`config.mk`:
```
export PLATFORM = sky130hd
export DESIGN_NAME = logic_fold_unit
export DESIGN_NICKNAME = d
export VERILOG_FILES = /design/src/rtl/logic_pkg.sv /design/src/rtl/logic_op_core.sv /design/src/rtl/logic_fold_unit.sv
export SDC_FILE = /design/constraint.sdc
export NUM_CORES = 1
export LEC_CHECK = 0
export BUFFER_PORTS_ARGS = -buffer_cell sky130_fd_sc_hd__buf_4
export CAP_MARGIN = 20
export CORE_UTILIZATION = 55
export DETAILED_ROUTE_END_ITERATION = 7
export PLACE_DENSITY_LB_ADDON = 0.12
export SYNTH_ARGS = -nofsm -noshare
export SYNTH_HDL_FRONTEND = slang
export SYNTH_SLANG_ARGS = --single-unit
```
`constraint.sdc`:
```
create_clock -name clk -period 11.45 [get_ports clk]
set_input_delay 1.145 -clock clk [delete_from_list [all_inputs] [get_ports clk]]
set_output_delay 1.145 -clock clk [all_outputs]
set_load 0.01 [all_outputs]
```
`src/rtl/logic_pkg.sv`:
```
`default_nettype none
// ============================================================================
//  Module      : logic_pkg
//  Description : Shared op-select and fold-state encodings for logic_fold_unit.
//  Revision    : 1.0  initial release
// ============================================================================
package logic_pkg;

    localparam logic [2:0] OP_AND  = 3'd0;
    localparam logic [2:0] OP_OR   = 3'd1;
    localparam logic [2:0] OP_XOR  = 3'd2;
    localparam logic [2:0] OP_NAND = 3'd3;
    localparam logic [2:0] OP_NOR  = 3'd4;
    localparam logic [2:0] OP_XNOR = 3'd5;
    localparam logic [2:0] OP_PASS = 3'd6;
    localparam logic [2:0] OP_NOT  = 3'd7;

    typedef enum logic [0:0] {
        ST_IDLE = 1'b0,
        ST_FOLD = 1'b1
    } state_t;

endpackage
`default_nettype wire

```
`src/rtl/logic_op_core.sv`:
```
`default_nettype none
// ============================================================================
//  Module      : logic_op_core
//  Description : Combinational WIDTH-bit bitwise operator selected by op.
//  Revision    : 1.0  initial release
// ============================================================================
module logic_op_core
    import logic_pkg::*;
#(
    parameter int WIDTH = 16
) (
    input  logic [WIDTH-1:0] x,
    input  logic [WIDTH-1:0] y,
    input  logic [2:0]       op,
    output logic [WIDTH-1:0] res
);

    always_comb begin
        res = '0;
        case (op)
            OP_AND:  res = x & y;
            OP_OR:   res = x | y;
            OP_XOR:  res = x ^ y;
            OP_NAND: res = ~(x & y);
            OP_NOR:  res = ~(x | y);
            OP_XNOR: res = ~(x ^ y);
            OP_PASS: res = x;
            default: res = ~x;
        endcase
    end

endmodule
`default_nettype wire

```
`src/rtl/logic_fold_unit.sv`:
```
`default_nettype none
// ============================================================================
//  Module      : logic_fold_unit
//  Description : Registered bitwise logic unit, one-shot or stream fold,
//                with valid/ready handshakes and a single output stage.
//  Revision    : 1.0  initial release
// ============================================================================
module logic_fold_unit
    import logic_pkg::*;
#(
    parameter int WIDTH = 16,
    parameter int CNT_W = 8
) (
    input  logic             clk,
    input  logic             rst,
    input  logic             in_valid,
    output logic             in_ready,
    input  logic [WIDTH-1:0] in_a,
    input  logic [WIDTH-1:0] in_b,
    input  logic [2:0]       in_op,
    input  logic             in_acc,
    input  logic             in_last,
    output logic             out_valid,
    input  logic             out_ready,
    output logic [WIDTH-1:0] out_data,
    output logic             out_zero,
    output logic [CNT_W-1:0] out_count
);

    localparam logic [CNT_W-1:0] c_cnt_one = {{(CNT_W-1){1'b0}}, 1'b1};
    localparam logic [CNT_W-1:0] c_cnt_max = {CNT_W{1'b1}};

    state_t           r_state, w_nxt_state;
    logic [WIDTH-1:0] r_acc, w_nxt_acc;
    logic [CNT_W-1:0] r_cnt, w_nxt_cnt, w_cnt_inc;
    logic             r_out_valid, w_nxt_valid;
    logic [WIDTH-1:0] r_out_data;
    logic             r_out_zero;
    logic [CNT_W-1:0] r_out_count;

    logic             w_accept, w_produce, w_in_fold;
    logic [WIDTH-1:0] w_x, w_y, w_core, w_res;
    logic [CNT_W-1:0] w_res_cnt;

    assign in_ready  = !r_out_valid || out_ready;
    assign w_accept  = in_valid && in_ready;
    assign w_in_fold = (r_state == ST_FOLD);
    assign w_cnt_inc = (r_cnt == c_cnt_max) ? r_cnt : r_cnt + c_cnt_one;

    // One operator shared by both modes: fold combines acc with in_a.
    assign w_x = w_in_fold ? r_acc : in_a;
    assign w_y = w_in_fold ? in_a  : in_b;

    logic_op_core #(.WIDTH(WIDTH)) u_core (
        .x   (w_x),
        .y   (w_y),
        .op  (in_op),
        .res (w_core)
    );

    always_comb begin
        w_nxt_state = r_state;
        w_nxt_acc   = r_acc;
        w_nxt_cnt   = r_cnt;
        w_produce   = 1'b0;
        w_res       = '0;
        w_res_cnt   = '0;
        if (w_accept) begin
            if (w_in_fold) begin
                // Any beat mid-packet is a fold beat, whatever in_acc says.
                w_nxt_acc = w_core;
                w_nxt_cnt = w_cnt_inc;
                if (in_last) begin
                    w_produce   = 1'b1;
                    w_res       = w_core;
                    w_res_cnt   = w_cnt_inc;
                    w_nxt_state = ST_IDLE;
                end
            end else if (!in_acc) begin
                w_produce = 1'b1;
                w_res     = w_core;
                w_res_cnt = c_cnt_one;
            end else if (in_last) begin
                w_produce = 1'b1;
                w_res     = in_a;
                w_res_cnt = c_cnt_one;
            end else begin
                w_nxt_acc   = in_a;
                w_nxt_cnt   = c_cnt_one;
                w_nxt_state = ST_FOLD;
            end
        end
        w_nxt_valid = w_produce ? 1'b1 : (out_ready ? 1'b0 : r_out_valid);
    end

    always_ff @(posedge clk) begin
        if (rst) begin
            r_state     <= ST_IDLE;
            r_acc       <= '0;
            r_cnt       <= '0;
            r_out_valid <= 1'b0;
            r_out_data  <= '0;
            r_out_zero  <= 1'b1;
            r_out_count <= '0;
        end else begin
            r_state     <= w_nxt_state;
            r_acc       <= w_nxt_acc;
            r_cnt       <= w_nxt_cnt;
            r_out_valid <= w_nxt_valid;
            if (w_produce) begin
                r_out_data  <= w_res;
                r_out_zero  <= (w_res == '0);
                r_out_count <= w_res_cnt;
            end
        end
    end

    assign out_valid = r_out_valid;
    assign out_data  = r_out_data;
    assign out_zero  = r_out_zero;
    assign out_count = r_out_count;

endmodule
`default_nettype wire

```
==> Word-level counts from Yosys, hierarchy flattened <==
Index checks and enable logic that the tools add are counted.
{ "word_totals": {"ff_bits": 51, "output_inout_bits": 27, "wordCells": 60} }
{ "classes": {"n_addsub": 1, "eq_ne": 8, "muxes": 29, "bitwise": 7, "n_reduce_logical": 8} }
{ "op_table": {"columns": ["operator", "count"], "rows": [
  ["16-bit 2-to-1 mux", 10],
  ["16-bit case mux with 7 select lines", 1],
  ["16-bit NOT", 4],
  ["8-bit 2-to-1 mux", 7],
  ["16-bit AND", 1],
  ["16-bit logical NOT", 1],
  ["16-bit bitwise OR", 1],
  ["16-bit bitwise XOR", 1],
  ["1-bit 2-to-1 mux", 11],
  ["3-bit == test, second input constant", 3],
  ["8-bit by 1-bit adder with 8-bit output, second input constant", 1],
  ["8-bit == test, second input constant", 1],
  ["3-bit by 2-bit == test with 1-bit output, second input constant", 2],
  ["2-bit nonzero test", 2],
  ["3-bit by 1-bit == test with 1-bit output, second input constant", 1],
  ["3-bit logical NOT", 1],
  ["3-bit AND reduction", 1],
  ["2-bit by 1-bit inequality test with 1-bit output, second input constant", 1],
  ["1-bit logical AND", 1],
  ["1-bit logical NOT", 1],
  ["1-bit logical OR", 1]
]} }

==> Longest topological paths before layout <==
Gate-level depths: netlist (run 1).
{ "depth": {"ltp_word": 8, "mapped_depth": 15} }

==> Hierarchy <==
Synthesis (run 1) repeated with hierarchy kept, for this count alone.
{ "unflattened": {"hier_cells": 543, "area_unflattened_um2": 4704.5} }
{ "by_module_without_submodules": {"columns": ["mod", "n_inst", "cells_per_inst", "area_each_um2", "seq_area_each_um2"], "rows": [
  ["logic_fold_unit", 1, 345, 2940.3, 1021.0],
  ["logic_op_core", 1, 198, 1764.2, 0.0]
]} }

==> Least setup slack after synthesis (run 1) <==
No wires, ideal clock.
{ "synth_timing": {"path_type": "register to register", "startpoint": "register r_state", "endpoint": "register r_out_zero, in the netlist out_zero", "arrival_ps": 4134, "slack_ps": 7232, "stages_incl_launch_ff": 15, "period_less_slack_ps": 4218, "cell_sequence": "dfxtp_1 > buf_6 > buf_2 > buf_2 > clkbuf_1 > buf_1 > mux2i_1 > ha_1 > mux2_2 > a211oi_2 > o31ai_1 > a2111oi_0 > o22ai_1 > or4_1 > o31ai_2"} }
{ "synth_via": {"elab_chain_len": 8, "word_cells_on_any_way": 17, "cone_classes": "mux (9); bitwise (7); reduce/logical (1)"} }
{ "synth_lines": {"columns": ["item", "line", "rtl"], "rows": [
  ["start, declared", "logic_fold_unit.sv:33", "state_t r_state, w_nxt_state;"],
  ["start signal, assigned", "logic_fold_unit.sv:106", "r_state <= w_nxt_state;"],
  ["16-bit 2-to-1 mux (on tied branches)", "logic_fold_unit.sv:51, logic_fold_unit.sv:52", null],
  ["16-bit bitwise XOR, or another cell as far along", "logic_op_core.sv:23, logic_op_core.sv:26", null],
  ["16-bit NOT (on tied branches)", "logic_op_core.sv:26, logic_op_core.sv:24, logic_op_core.sv:25", null],
  ["16-bit case mux with 7 select lines", "logic_op_core.sv:20", "case (op)"],
  ["16-bit 2-to-1 mux (on tied branches)", "logic_fold_unit.sv:79, logic_fold_unit.sv:73", null],
  ["16-bit 2-to-1 mux", "logic_fold_unit.sv:69", "if (w_in_fold) begin"],
  ["16-bit 2-to-1 mux", "logic_fold_unit.sv:68", "if (w_accept) begin"],
  ["16-bit logical NOT", "logic_fold_unit.sv:112", "r_out_zero <= (w_res == '0);"],
  ["end signal, assigned", "logic_fold_unit.sv:112", null],
  ["end, declared", "logic_fold_unit.sv:38", "logic r_out_zero;"]
]} }
Parallel ways exist; a longest one is shown, timed or not.
A chain may end at the register's enable or synchronous reset.

==> Worst setup path after layout (run 1) <==
Same ends and word-level chain as after synthesis.

==> results.txt, run 1 <==
----------------------------------------------------
[Timing]
  Transition time of the tightest slew-check pin ... 1.06 ns
  Worst setup margin ... 7.18 ns
  Final sum of negative setup slack ... 0 ns
  Setup Viol. Count Final ... 0
  Final Hold Viols ... 0
  Slew HR ... 0.294
  Final Max Slew Viols ... 0
  Clk_skew ... ~0.0078 ns
  FMAX ... 234 MHz
  Period utilisation layout ... 0.373
  Unrepaired setup endpoints after global routing ... false
  Min cycle time layout ... 4.27 ns

[Floorplanning]
  Initial core utilization ... 0.568
  Core Area ... 8180 sq um
  Height of the die ... 93.9 um
  DIE WIDTH ... ~94 um
  I/O pin total ... 68
  Total die area ... 8810 sq um
  Std-Cell Rows ... 33

[Global route]
  Wire length of the first global-routing pass ... 21.3 mm
  Aggregate global routing overflow ... 0
  Pin count of the biggest net entering global routing ... 72
  Vias in the first global route ... 4409
  Combined global-route utilization of all metal layers ... 0.307
  Number of antenna violations at the first check in global routing ... 0

[Synthesis]
  Mapped Cells ... around 630
  Post-synth EDFFs ... 0
  Share of flip-flops with an asynchronous set or reset ... 0
  Number of warnings reported in the yosys synthesis log ... 0
  Average cell area after synthesis ... 7.38 sq um
  Top cell type by total area after synthesis ... sky130_fd_sc_hd__dfxtp_1
  Synth Net Count ... 703
  Top cell type's share of synthesized area ... 0.220
  Distinct cell type count of the synthesized netlist ... between 60 and 70
  Total standard cell area after synthesis ... 4640 sq um
  Top post-synthesis cells by area ... sky130_fd_sc_hd__dfxtp_1 22%, sky130_fd_sc_hd__ha_1 8.9%, sky130_fd_sc_hd__mux2i_1 7.8%, sky130_fd_sc_hd__nor2_1 7.0%, sky130_fd_sc_hd__a21oi_1 5.3%
  Most common flop cell mapped by yosys ... sky130_fd_sc_hd__dfxtp_1
  Sequential area share after synthesis ... 0.220
  Register bit total from synthesis ... around 50

[Worst setup path]
  Cell-by-cell listing of the critical path ... buf_4, mux2i_1, ha_1, mux2_2, a221oi_1, nor2_1, nor3_1, o21ai_0, or4_1, o31ai_2
  Slowest cell on the critical path ... sky130_fd_sc_hd__buf_4
  Critical Path Source Type ... flop
  Critical path peak fanout ... 57
  Number of buffer and inverter stages on the critical path ... 1
  Family of cells with the greatest summed delay on the critical path ... simple AND/OR/NAND/NOR gates
  Number of logic stages on the critical path including buffering ... 10
  Logic depth of the worst register-to-register path ... 10
  Crit Path Category ... flop to flop
  Required time worst endpoint ... ~12 ns
  Critical path arrival ... 4.50 ns
  Reg-to-reg slack, setup ... 7.18 ns
  Maximum cell stage delay along the critical path ... 0.67 ns
  Nature of the critical path endpoint ... flop

[Clocking]
  Root cell of the clock tree ... sky130_fd_sc_hd__clkbuf_8
  Setup bufs post-CTS ... 0
  Total of hold buffers inserted after clock tree synthesis ... 0
  Clk Latency, worst-skew pair ... 0.31 ns
  Clock net sink count ... 51
  Deepest clock path buffer count ... 2
  Clock slew at the register clock pins of the worst setup and hold paths ... around 0.1 ns
  Maximum level of the CTS H-tree ... 2
  Clock tree from TritonCTS ... built
  Number of CTS-inserted buffers ... 5
  # resized after CTS ... 0

[Placed design]
  Count of input and output buffers ... 67
  Area after DPL ... 5110 sq um
  Final HPWL from detailed placement ... 9.52 mm
  Global placer's final weighted congestion ... 0.870
  Pre-CTS setup slack ... 7.14 ns

[Hold path]
  Min-Delay Path Depth ... 2
  Worst hold-check path type ... flop to flop

[Route]
  DRC marker count from the first detailed-route iteration ... 436
  DR vias ... between 4k and 5k
  Drt pass-1 iters ... 5
  Number of nets with antenna violations after detailed routing ... 0
  Wire length reported by the detailed router ... approximately 13 mm
  Vias per std cell ... 6.33
  Routed len/inst ... 17.6 um
  Residual DRC ... 0

[Cells and area]
  Area taken by multi-input logic gates ... approximately 3300 sq um
  Post-route cell area ... between 5000 and 6000 sq um
  Count of inserted antenna diode cells ... 0
  Synthesis-to-layout area growth ... 12.4%
  Fraction of layout cells with a size suffix above 1 ... 0.150
  Layout Nets ... 735
  Register Area ... 1020 sq um
  Filler instances ... 739

[Pwr]
  IR drop worst, VDD ... 78.8 uV
  Power density over the cells ... 100 nW/um^2
  Static power due to leakage ... 2.18 nW

[Run status]
  Run status ... finished clean

[Job]
  Maximum Capacitance Violations ... 0

----------------------------------------------------
## worst min-delay path, stage by stage (launching register included)
cell and delay, ns:
sky130_fd_sc_hd__dfxtp_1 0.32, sky130_fd_sc_hd__nand2_1 0.05, sky130_fd_sc_hd__a21oi_1 0.05
## path summary, 6_finish.rpt
kind,from,to
setup / recovery,r_state,out_zero
hold / removal,r_acc[9],r_acc[9]
setup reg to reg,r_state,out_zero
hold reg to reg,r_acc[9],r_acc[9]
## per-layer routing
| layer | vias up | track usage | part of all wire |
|---|---|---|---|
| met5 | - | 0 | 0 |
| met4 | 0 | 0.132 | 0.037 |
| li1 | 2326 | - | - |
| met1 | 2265 | 0.392 | 0.43 |
| met3 | 41 | 0.0421 | 0.062 |
| met2 | 213 | 0.513 | 0.48 |
## power by group
| part | total, W | switching, W | internal, W |
|---|---|---|---|
| Clock | 0.000127 | 0.0000634 | 0.0000640 |
| Sequential | 0.000196 | 0.00000831 | 0.000188 |
| Combinational | 0.000198 | 0.000117 | 0.0000808 |
## synth_stat cells, types with 4 or more instances
cell type and n:
sky130_fd_sc_hd__nor3_1 14, sky130_fd_sc_hd__nand3_1 9, sky130_fd_sc_hd__nand2b_1 11, sky130_fd_sc_hd__mux2_2 10, sky130_fd_sc_hd__a32oi_1 5, sky130_fd_sc_hd__a211oi_1 27, sky130_fd_sc_hd__nand2_1 56, sky130_fd_sc_hd__nor2b_1 14
sky130_fd_sc_hd__and2_1 5, sky130_fd_sc_hd__a311oi_1 4, sky130_fd_sc_hd__o21ai_0 30, sky130_fd_sc_hd__inv_1 39, sky130_fd_sc_hd__clkbuf_1 25, sky130_fd_sc_hd__a221oi_1 5, sky130_fd_sc_hd__dfxtp_1 51, sky130_fd_sc_hd__nor4bb_1 5
sky130_fd_sc_hd__a211o_1 5, sky130_fd_sc_hd__o211ai_1 11, sky130_fd_sc_hd__xnor2_1 5, sky130_fd_sc_hd__ha_1 33, sky130_fd_sc_hd__o221ai_1 6, sky130_fd_sc_hd__a21oi_1 49, sky130_fd_sc_hd__nor2_1 86, sky130_fd_sc_hd__o31ai_1 4
sky130_fd_sc_hd__buf_1 6, sky130_fd_sc_hd__o22ai_1 4, sky130_fd_sc_hd__and3_1 4, sky130_fd_sc_hd__or4_1 5, sky130_fd_sc_hd__buf_2 13, sky130_fd_sc_hd__mux2i_1 36
## logic make-up (layout without fill, tap and decap cells)
| group | Yosys count | count (layout) | share of synthesized area |
|---|---|---|---|
| muxes | 48 | 48 | 0.112 |
| buffers and inverters | 87 | 119 | 0.0763 |
| adders and majority gates | 33 | 33 | 0.0890 |
| DFF | 51 | 51 | 0.220 |
| AOI/OAI and AO/OA | 180 | 180 | 0.264 |
| and+or+nand+nor | 223 | 223 | 0.226 |
| xor gates and xnor gates | 7 | 7 | 0.0132 |
## area by class of cell
cell class | instances | share of cell area
Inverter | 41 | 0.0295
Tap cell | 105 | 0.0252
Timing Repair Buffer | 71 | 0.102
Multi-Input combinational cell | 491 | 0.627
Sequential cell | 51 | 0.196
Clock buffer | 5 | 0.0132
Clock inverter | 2 | 0.00720
## stage by stage
step | total power, W | cells | hold slack, ns | utilization
2_1_floorplan | 0.000336 | 629 | 0.428 | -
3_3_place_gp | 0.000388 | 759 | 0.438 | 0.625
3_5_place_dp | 0.000395 | 759 | 0.449 | 0.625
4_1_cts | 0.000519 | 766 | 0.464 | 0.638
5_1_grt | 0.000552 | 766 | 0.492 | 0.638
6_report | 0.000522 | 766 | 0.461 | 0.638
## cell usage in the layout, fill, tap and decap left out, drive strengths merged, types with 6 or more instances in the layout
cell     n
nor2    86
buf     71
nand2   56
dfxtp   51
a21oi   49
inv     39
mux2i   37
ha      33
o21ai   32
a211oi  28
nor2b   14
nor3    14
nand2b  11
o211ai  11
mux2    10
nand3    9
o221ai   6
and2     6
## flip-flops by register name, summed over array words and instances, names as in the netlist
register,cells
out_data,16
out_zero,1
r_cnt,8
r_state,1
r_acc,16
out_count,8
out_valid,1
Note: power is estimated with default switching activity, not from simulation.
==> run 2, diff against run 1 <==
==> constraint.sdc (replaced) <==
create_clock -name clk -period 4 [get_ports clk]
set_input_delay 0.4 -clock clk [delete_from_list [all_inputs] [get_ports clk]]
set_output_delay 0.4 -clock clk [all_outputs]
set_load 0.01 [all_outputs]
==> run 2 against run 1 <==
Final area rose by 1.3%. First-iteration DRC count fell by 18%. Critical endpoint unchanged. Register-to-register slack got worse by 6.7 ns.
==> results.txt, run 2 (synthesis gave the netlist of run 1 again) <==
----------------------------------------------------
[Run status]
  Run status ... finished clean

[Floorplanning]
  Height of the die ... 93.9 um
  I/O pin total ... between 60 and 70
  Std-Cell Rows ... 33
  Core Area ... around 8200 sq um
  DIE WIDTH ... 93.9 um
  Initial core utilization ... 0.568
  Total die area ... 8810 sq um

[Worst setup path]
  Logic depth of the worst register-to-register path ... 9
  Crit Path Category ... flop to flop
  Required time worst endpoint ... 4.24 ns
  Nature of the critical path endpoint ... flop
  Critical path peak fanout ... 12
  CP Launch Point ... r_state
  Reg-to-reg slack, setup ... 0.48 ns
  Endpoint of the worst-slack reg-to-reg timing path ... out_zero
  Critical path arrival ... 3.75 ns
  Critical Path Source Type ... flop
  Launch point of the worst reg-to-reg path ... r_state

[Clocking]
  Root cell of the clock tree ... sky130_fd_sc_hd__clkbuf_8
  Clk Latency, worst-skew pair ... 0.31 ns
  Clock slew at the register clock pins of the worst setup and hold paths ... approximately 0.1 ns
  Number of CTS-inserted buffers ... 5
  # resized after CTS ... 0
  Maximum level of the CTS H-tree ... 2
  Setup bufs post-CTS ... 0
  Clock tree from TritonCTS ... built
  Clock net sink count ... 51
  Total of hold buffers inserted after clock tree synthesis ... 0
  Deepest clock path buffer count ... 2

[Pwr]
  Power density over the cells ... around 280 nW/um^2
  Clock share of power ... 0.241
  Static power due to leakage ... 2.21 nW
  Proportion of power drawn by combinational gates ... 0.385
  Switching power of the nets ... 0.000536 W
  Switching power share of the total ... 0.358
  Register share of total power ... 0.374
  IR drop worst, VDD ... 155 uV
  Final total power ... 0.00150 W
  Cell internal pwr ... ~0.00096 W

[Global route]
  Combined global-route utilization of all metal layers ... 0.304
  Aggregate global routing overflow ... 0
  Wire length of the first global-routing pass ... 21.3 mm
  Vias in the first global route ... 4447
  Number of antenna violations at the first check in global routing ... 0
  Pin count of the biggest net entering global routing ... 63

[Timing]
  Transition time of the tightest slew-check pin ... 0.994 ns
  Setup Viol. Count Final ... 0
  Period utilisation layout ... 0.879
  Final Hold Viols ... 0
  Unrepaired setup endpoints after global routing ... false
  Hold Worst Slack ... about 0.43 ns
  Final Max Slew Viols ... 0
  Min cycle time layout ... 3.52 ns
  FMAX ... 284 MHz
  Slew HR ... 0.335
  Final sum of negative setup slack ... 0 ns
  Clk_skew ... 0.00652 ns

[Hold path]
  End of the worst hold path ... r_acc[10]
  Worst hold-check path type ... primary input to flop
  Critical hold path startpoint ... in_a[10]
  Min-Delay Path Depth ... 3

[Route]
  Routed len/inst ... 17.5 um
  Drt pass-1 iters ... 5
  Residual DRC ... 0
  Number of nets with antenna violations after detailed routing ... 0
  Wire length reported by the detailed router ... 13.5 mm
  Vias per std cell ... 6.37
  DRC marker count from the first detailed-route iteration ... 358
  DR vias ... 4924

[Cells and area]
  Layout Nets ... 742
  Count of inserted antenna diode cells ... 0
  Commonest non-fill, non-tap cell in the layout ... sky130_fd_sc_hd__nor2_1
  Filler instances ... 742
  Fraction of layout cells with a size suffix above 1 ... 0.159
  Synthesis-to-layout area growth ... 13.8%
  Highest-count cells in the layout ignoring fill and taps ... 86 x sky130_fd_sc_hd__nor2_1, 77 x sky130_fd_sc_hd__buf_4, 56 x sky130_fd_sc_hd__nand2_1
  Final cell utilization of the core ... 0.646
  Layout Cells excl Fill ... approximately 770

[Placed design]
  Count of input and output buffers ... 67
  Global placer's final weighted congestion ... 0.878
  Number of placed instances with taps included ... 766
  Final HPWL from detailed placement ... 9.70 mm

[Job]
  Maximum Capacitance Violations ... 0

----------------------------------------------------
run 2: final cells by class:
cell class                 count  area (sq um)  share of cell area
clock buffer                   5          68.8              0.0130
sequential                    51          1020               0.194
timing repair buffer          78           598               0.113
multi-input combinational    491          3270               0.619
clock inverter                 2          37.5             0.00711
inverter                      41           154              0.0291
tap                          105           131              0.0249
run 2: layer usage:
| layer | track usage | up-vias | wire length [um] |
|---|---|---|---|
| met2 | 0.533 | 216 | 6660 |
| met3 | 0.0332 | 28 | 879 |
| li1 | - | 2345 | - |
| met4 | 0.0987 | 0 | 302 |
| met1 | 0.386 | 2335 | 5660 |
| met5 | 0 | - | 0 |
run 2: how the worst max path moves through the flow:
stage,slack (ns),depth (start not counted),end
after detailed placement,0.51,9,out_zero
final,0.48,9,out_zero
after global routing,0.14,10,out_zero
after global placement,0.63,10,out_zero
after CTS,0.50,9,out_zero
after floorplan,0.01,14,out_zero
run 2: power by group through the flow:
stage	sequential [W]	clock [W]	combinational, W
floorplan	0.000571	0	0.000390
global placement	0.000570	0	0.000548
detailed placement	0.000571	0	0.000567
CTS	0.000560	0.000366	0.000570
global route	0.000564	0.000382	0.000633
finish	0.000560	0.000360	0.000577
run 2: critical path, cell delays in order, from the launching register on:
cell and delay [ns]:
sky130_fd_sc_hd__dfxtp_2 0.56, sky130_fd_sc_hd__mux2i_1 0.32, sky130_fd_sc_hd__ha_1 0.30, sky130_fd_sc_hd__mux2_2 0.27, sky130_fd_sc_hd__a211oi_1 0.31, sky130_fd_sc_hd__a21oi_1 0.10, sky130_fd_sc_hd__a2111oi_0 0.52, sky130_fd_sc_hd__o21ai_0 0.27
sky130_fd_sc_hd__or4_1 0.58, sky130_fd_sc_hd__o31ai_2 0.21
run 2: stage by stage:
stage                     area, sq um  setup slack [ns]
after floorplan                  4640            0.0117
after global placement           5180             0.628
after detailed placement         5180             0.512
after CTS                        5280             0.499
after global routing             5280             0.145
final                            5280             0.484
==> run 3, diff against run 2 <==
--- a/config.mk
+++ b/config.mk
@@ -12,4 +12,5 @@
 export PLACE_DENSITY_LB_ADDON = 0.12
 export SYNTH_ARGS = -nofsm -noshare
 export SYNTH_HDL_FRONTEND = slang
+export SYNTH_HIERARCHICAL = 1
 export SYNTH_SLANG_ARGS = --single-unit
==> run 3 against run 2 <==
Largest cell class unchanged. Routed wire length is 16% lower. Utilization is 1.6 points lower. Clock-buffer cell count stayed put. Critical path type unchanged.
==> results.txt, run 3 <==
----------------------------------------------------
[Cells and area]
  Layout Cells excl Fill ... 682
  Area taken by multi-input logic gates ... about 3200 sq um
  Commonest non-fill, non-tap cell in the layout ... sky130_fd_sc_hd__buf_4
  Layout Nets ... 651
  Count of inserted antenna diode cells ... 0
  Filler instances ... 771
  Fraction of layout cells with a size suffix above 1 ... 0.248
  Highest-count cells in the layout ignoring fill and taps ... 72 x sky130_fd_sc_hd__buf_4, 54 x sky130_fd_sc_hd__nor2_1, 50 x sky130_fd_sc_hd__dfxtp_1
  Synthesis-to-layout area growth ... 10.7%
  Register Area ... approximately 1000 sq um

[Clocking]
  Clock net sink count ... 51
  # resized after CTS ... 0
  Clock tree from TritonCTS ... built
  Clock slew at the register clock pins of the worst setup and hold paths ... 0.10 ns
  Clk Latency, worst-skew pair ... 0.31 ns
  Number of CTS-inserted buffers ... 5
  Root cell of the clock tree ... sky130_fd_sc_hd__clkbuf_8
  Deepest clock path buffer count ... 2
  Maximum level of the CTS H-tree ... 2
  Total of hold buffers inserted after clock tree synthesis ... 0
  Setup bufs post-CTS ... 0

[Timing]
  Clk_skew ... 0.00801 ns
  Final Max Slew Viols ... 0
  Setup Viol. Count Final ... 0
  Final sum of negative setup slack ... 0 ns
  Min cycle time layout ... approximately 3.3 ns
  Unrepaired setup endpoints after global routing ... false
  Worst setup margin ... 0.699 ns
  Transition time of the tightest slew-check pin ... 0.690 ns
  Slew HR ... 0.538
  Final Hold Viols ... 0
  FMAX ... 303 MHz
  Period utilisation layout ... 0.825

[Synthesis]
  Distinct cell type count of the synthesized netlist ... 63
  Arithmetic-cell share of the synthesized area counting full adders, half adders and majority gates ... 0.0878
  Average cell area after synthesis ... ~8.7 sq um
  Sequential area share after synthesis ... 0.217
  Most instantiated cells after synthesis ... 54 x sky130_fd_sc_hd__nor2_1, 51 x sky130_fd_sc_hd__dfxtp_1, 41 x sky130_fd_sc_hd__inv_1, 41 x sky130_fd_sc_hd__mux2_2, 33 x sky130_fd_sc_hd__ha_1
  Mapped Cells ... 543
  Top cell type by total area after synthesis ... sky130_fd_sc_hd__dfxtp_1
  Post-synthesis share of cell area spent on and, or, nand and nor gates ... 0.162
  Top cell type's share of synthesized area ... 0.217
  Multiplexer area fraction after synthesis ... 0.239
  Complex-gate fraction of the synthesized area ... 0.195
  Number of warnings reported in the yosys synthesis log ... 6
  Top post-synthesis cells by area ... sky130_fd_sc_hd__dfxtp_1 22%, sky130_fd_sc_hd__mux2_2 9.8%, sky130_fd_sc_hd__ha_1 8.8%, sky130_fd_sc_hd__mux2i_1 6.6%, sky130_fd_sc_hd__mux4_2 5.3%
  Post-synth EDFFs ... 0
  Xor-xnor portion of the synthesized cell area ... 0.00372
  Register bit total from synthesis ... 51
  Most common flop cell mapped by yosys ... sky130_fd_sc_hd__dfxtp_1
  Synth Net Count ... 617
  Dominant cell by count in the synthesized netlist ... sky130_fd_sc_hd__nor2_1
  Share of flip-flops with an asynchronous set or reset ... 0
  Combinational family with the most area after synthesis ... multiplexers
  Total standard cell area after synthesis ... 4700 sq um

[Worst setup path]
  Crit Path Category ... flop to flop
  CP Launch Point ... r_state
  Required time worst endpoint ... 4.23 ns
  Endpoint of the worst-slack reg-to-reg timing path ... out_zero
  Slowest cell on the critical path ... sky130_fd_sc_hd__dfxtp_2
  Critical Path Source Type ... flop
  Maximum cell stage delay along the critical path ... 0.63 ns
  Launch point of the worst reg-to-reg path ... r_state
  Cell mode on critical path ... sky130_fd_sc_hd__mux2_2
  Critical path arrival ... 3.53 ns
  Cell-by-cell listing of the critical path ... buf_12, mux2_2, inv_1, ha_1, mux2_2, mux4_2, nand3_1, o211ai_1, nor4_1, nand4_1, o31ai_2
  Family of cells with the greatest summed delay on the critical path ... multiplexers
  Reg-to-reg slack, setup ... 0.70 ns
  Number of logic stages on the critical path including buffering ... 11
  Number of buffer and inverter stages on the critical path ... 2
  Critical path peak fanout ... 35
  Nature of the critical path endpoint ... flop
  End of the critical path ... out_zero
  Logic depth of the worst register-to-register path ... 11

[Placed design]
  Global placer's final weighted congestion ... 0.825
  Number of placed instances with taps included ... 675
  Count of input and output buffers ... 67
  Final HPWL from detailed placement ... 8.28 mm
  Pre-CTS setup slack ... 0.765 ns

[Hold path]
  Worst hold-check path type ... primary input to flop
  Min-Delay Path Depth ... 3

[Pwr]
  Static power due to leakage ... 2.16 nW
  IR drop worst, VDD ... 161 uV
  Final total power ... about 0.0015 W
  Power density over the cells ... 283 nW/um^2

[Floorplanning]
  Core Area ... approximately 8300 sq um
  I/O pin total ... 68
  Std-Cell Rows ... 33
  Height of the die ... 94.5 um
  Initial core utilization ... 0.570
  Total die area ... 8930 sq um
  DIE WIDTH ... ~94 um

[Route]
  DR vias ... 4133
  Residual DRC ... 0
  Wire length reported by the detailed router ... 11.3 mm
  Drt pass-1 iters ... 4
  Routed len/inst ... 16.6 um
  Number of nets with antenna violations after detailed routing ... 0
  Vias per std cell ... 6.06
  DRC marker count from the first detailed-route iteration ... 200

[Global route]
  Number of antenna violations at the first check in global routing ... 0
  Pin count of the biggest net entering global routing ... 61
  Aggregate global routing overflow ... 0
  Wire length of the first global-routing pass ... 18.5 mm
  Vias in the first global route ... around 3.7k
  Combined global-route utilization of all metal layers ... 0.261

[Job]
  Maximum Capacitance Violations ... 0

[Run status]
  Run status ... finished clean

----------------------------------------------------
## run 3: cell count changes in the layout (fill, tap and decap cells not counted), sizes merged, moves of 10 or more
cell,before,now
a21oi,49,27
mux2,10,41
mux4,1,15
nor2b,14,2
o21ai,32,22
nor2,86,54
nand2,56,29
## run 3: worst register-to-register path: cells and delay by family (launching register included)
kind	cells	cell delay [ns]
compound gates	2	0.37
fa+ha+maj	1	0.23
buf+inv	2	0.34
flops	1	0.63
mux	3	1.17
simple gates	3	0.50
## run 3: worst min path at each step
stage                        end          from  slack, ns
finish                 r_acc[14]      in_a[14]       0.46
global route           r_acc[14]      in_a[14]       0.47
CTS                    r_acc[14]      in_a[14]       0.46
detailed placement  out_count[2]  out_count[2]       0.45
global placement    out_count[2]  out_count[2]       0.44
floorplan               r_cnt[4]      r_cnt[4]       0.46
## run 3: cells by family after synthesis
group / after synthesis
fa+ha+maj: 33
compound gates: 131
xor+xnor: 2
flops: 51
mux: 87
simple gates: 152
buf+inv: 87
## run 3: report_power, final
| group | internal [W] | leakage [nW] | switching, W | total (W) |
|---|---|---|---|---|
| logic | 0.000263 | 1.70 | 0.000288 | 0.000551 |
| registers | 0.000539 | 0.418 | 0.0000214 | 0.000561 |
| clock network | 0.000183 | 0.0502 | 0.000179 | 0.000362 |
| total | 0.000985 | 2.16 | 0.000488 | 0.00147 |
## run 3: final cells by class
type                    count  share of cell area
inverters                  41              0.0296
flip-flops and latches     51               0.196
multi-input cells         405               0.621
clock buffers               5              0.0132
repair buffers             73               0.108
clock inverters             2             0.00721
well taps                 105              0.0252
## run 3: per-stage QoR
| step | util | instance area [sq um] | hold slack [ns] |
|---|---|---|---|
| after CTS | 0.631 | 5210 | 0.462 |
| after floorplan | - | 4700 | 0.463 |
| after detailed placement | 0.618 | 5100 | 0.446 |
| after global placement | 0.618 | 5100 | 0.440 |
| final | 0.631 | 5210 | 0.461 |
| after global routing | 0.631 | 5210 | 0.466 |
## run 3: metal layers
| metal | up-vias | part of all wire | track usage |
|---|---|---|---|
| met1 | 1983 | 0.47 | 0.371 |
| met4 | 0 | 0.012 | 0.0581 |
| met2 | 98 | 0.47 | 0.426 |
| met5 | - | 0 | 0 |
| li1 | 2041 | - | - |
| met3 | 11 | 0.042 | 0.0290 |
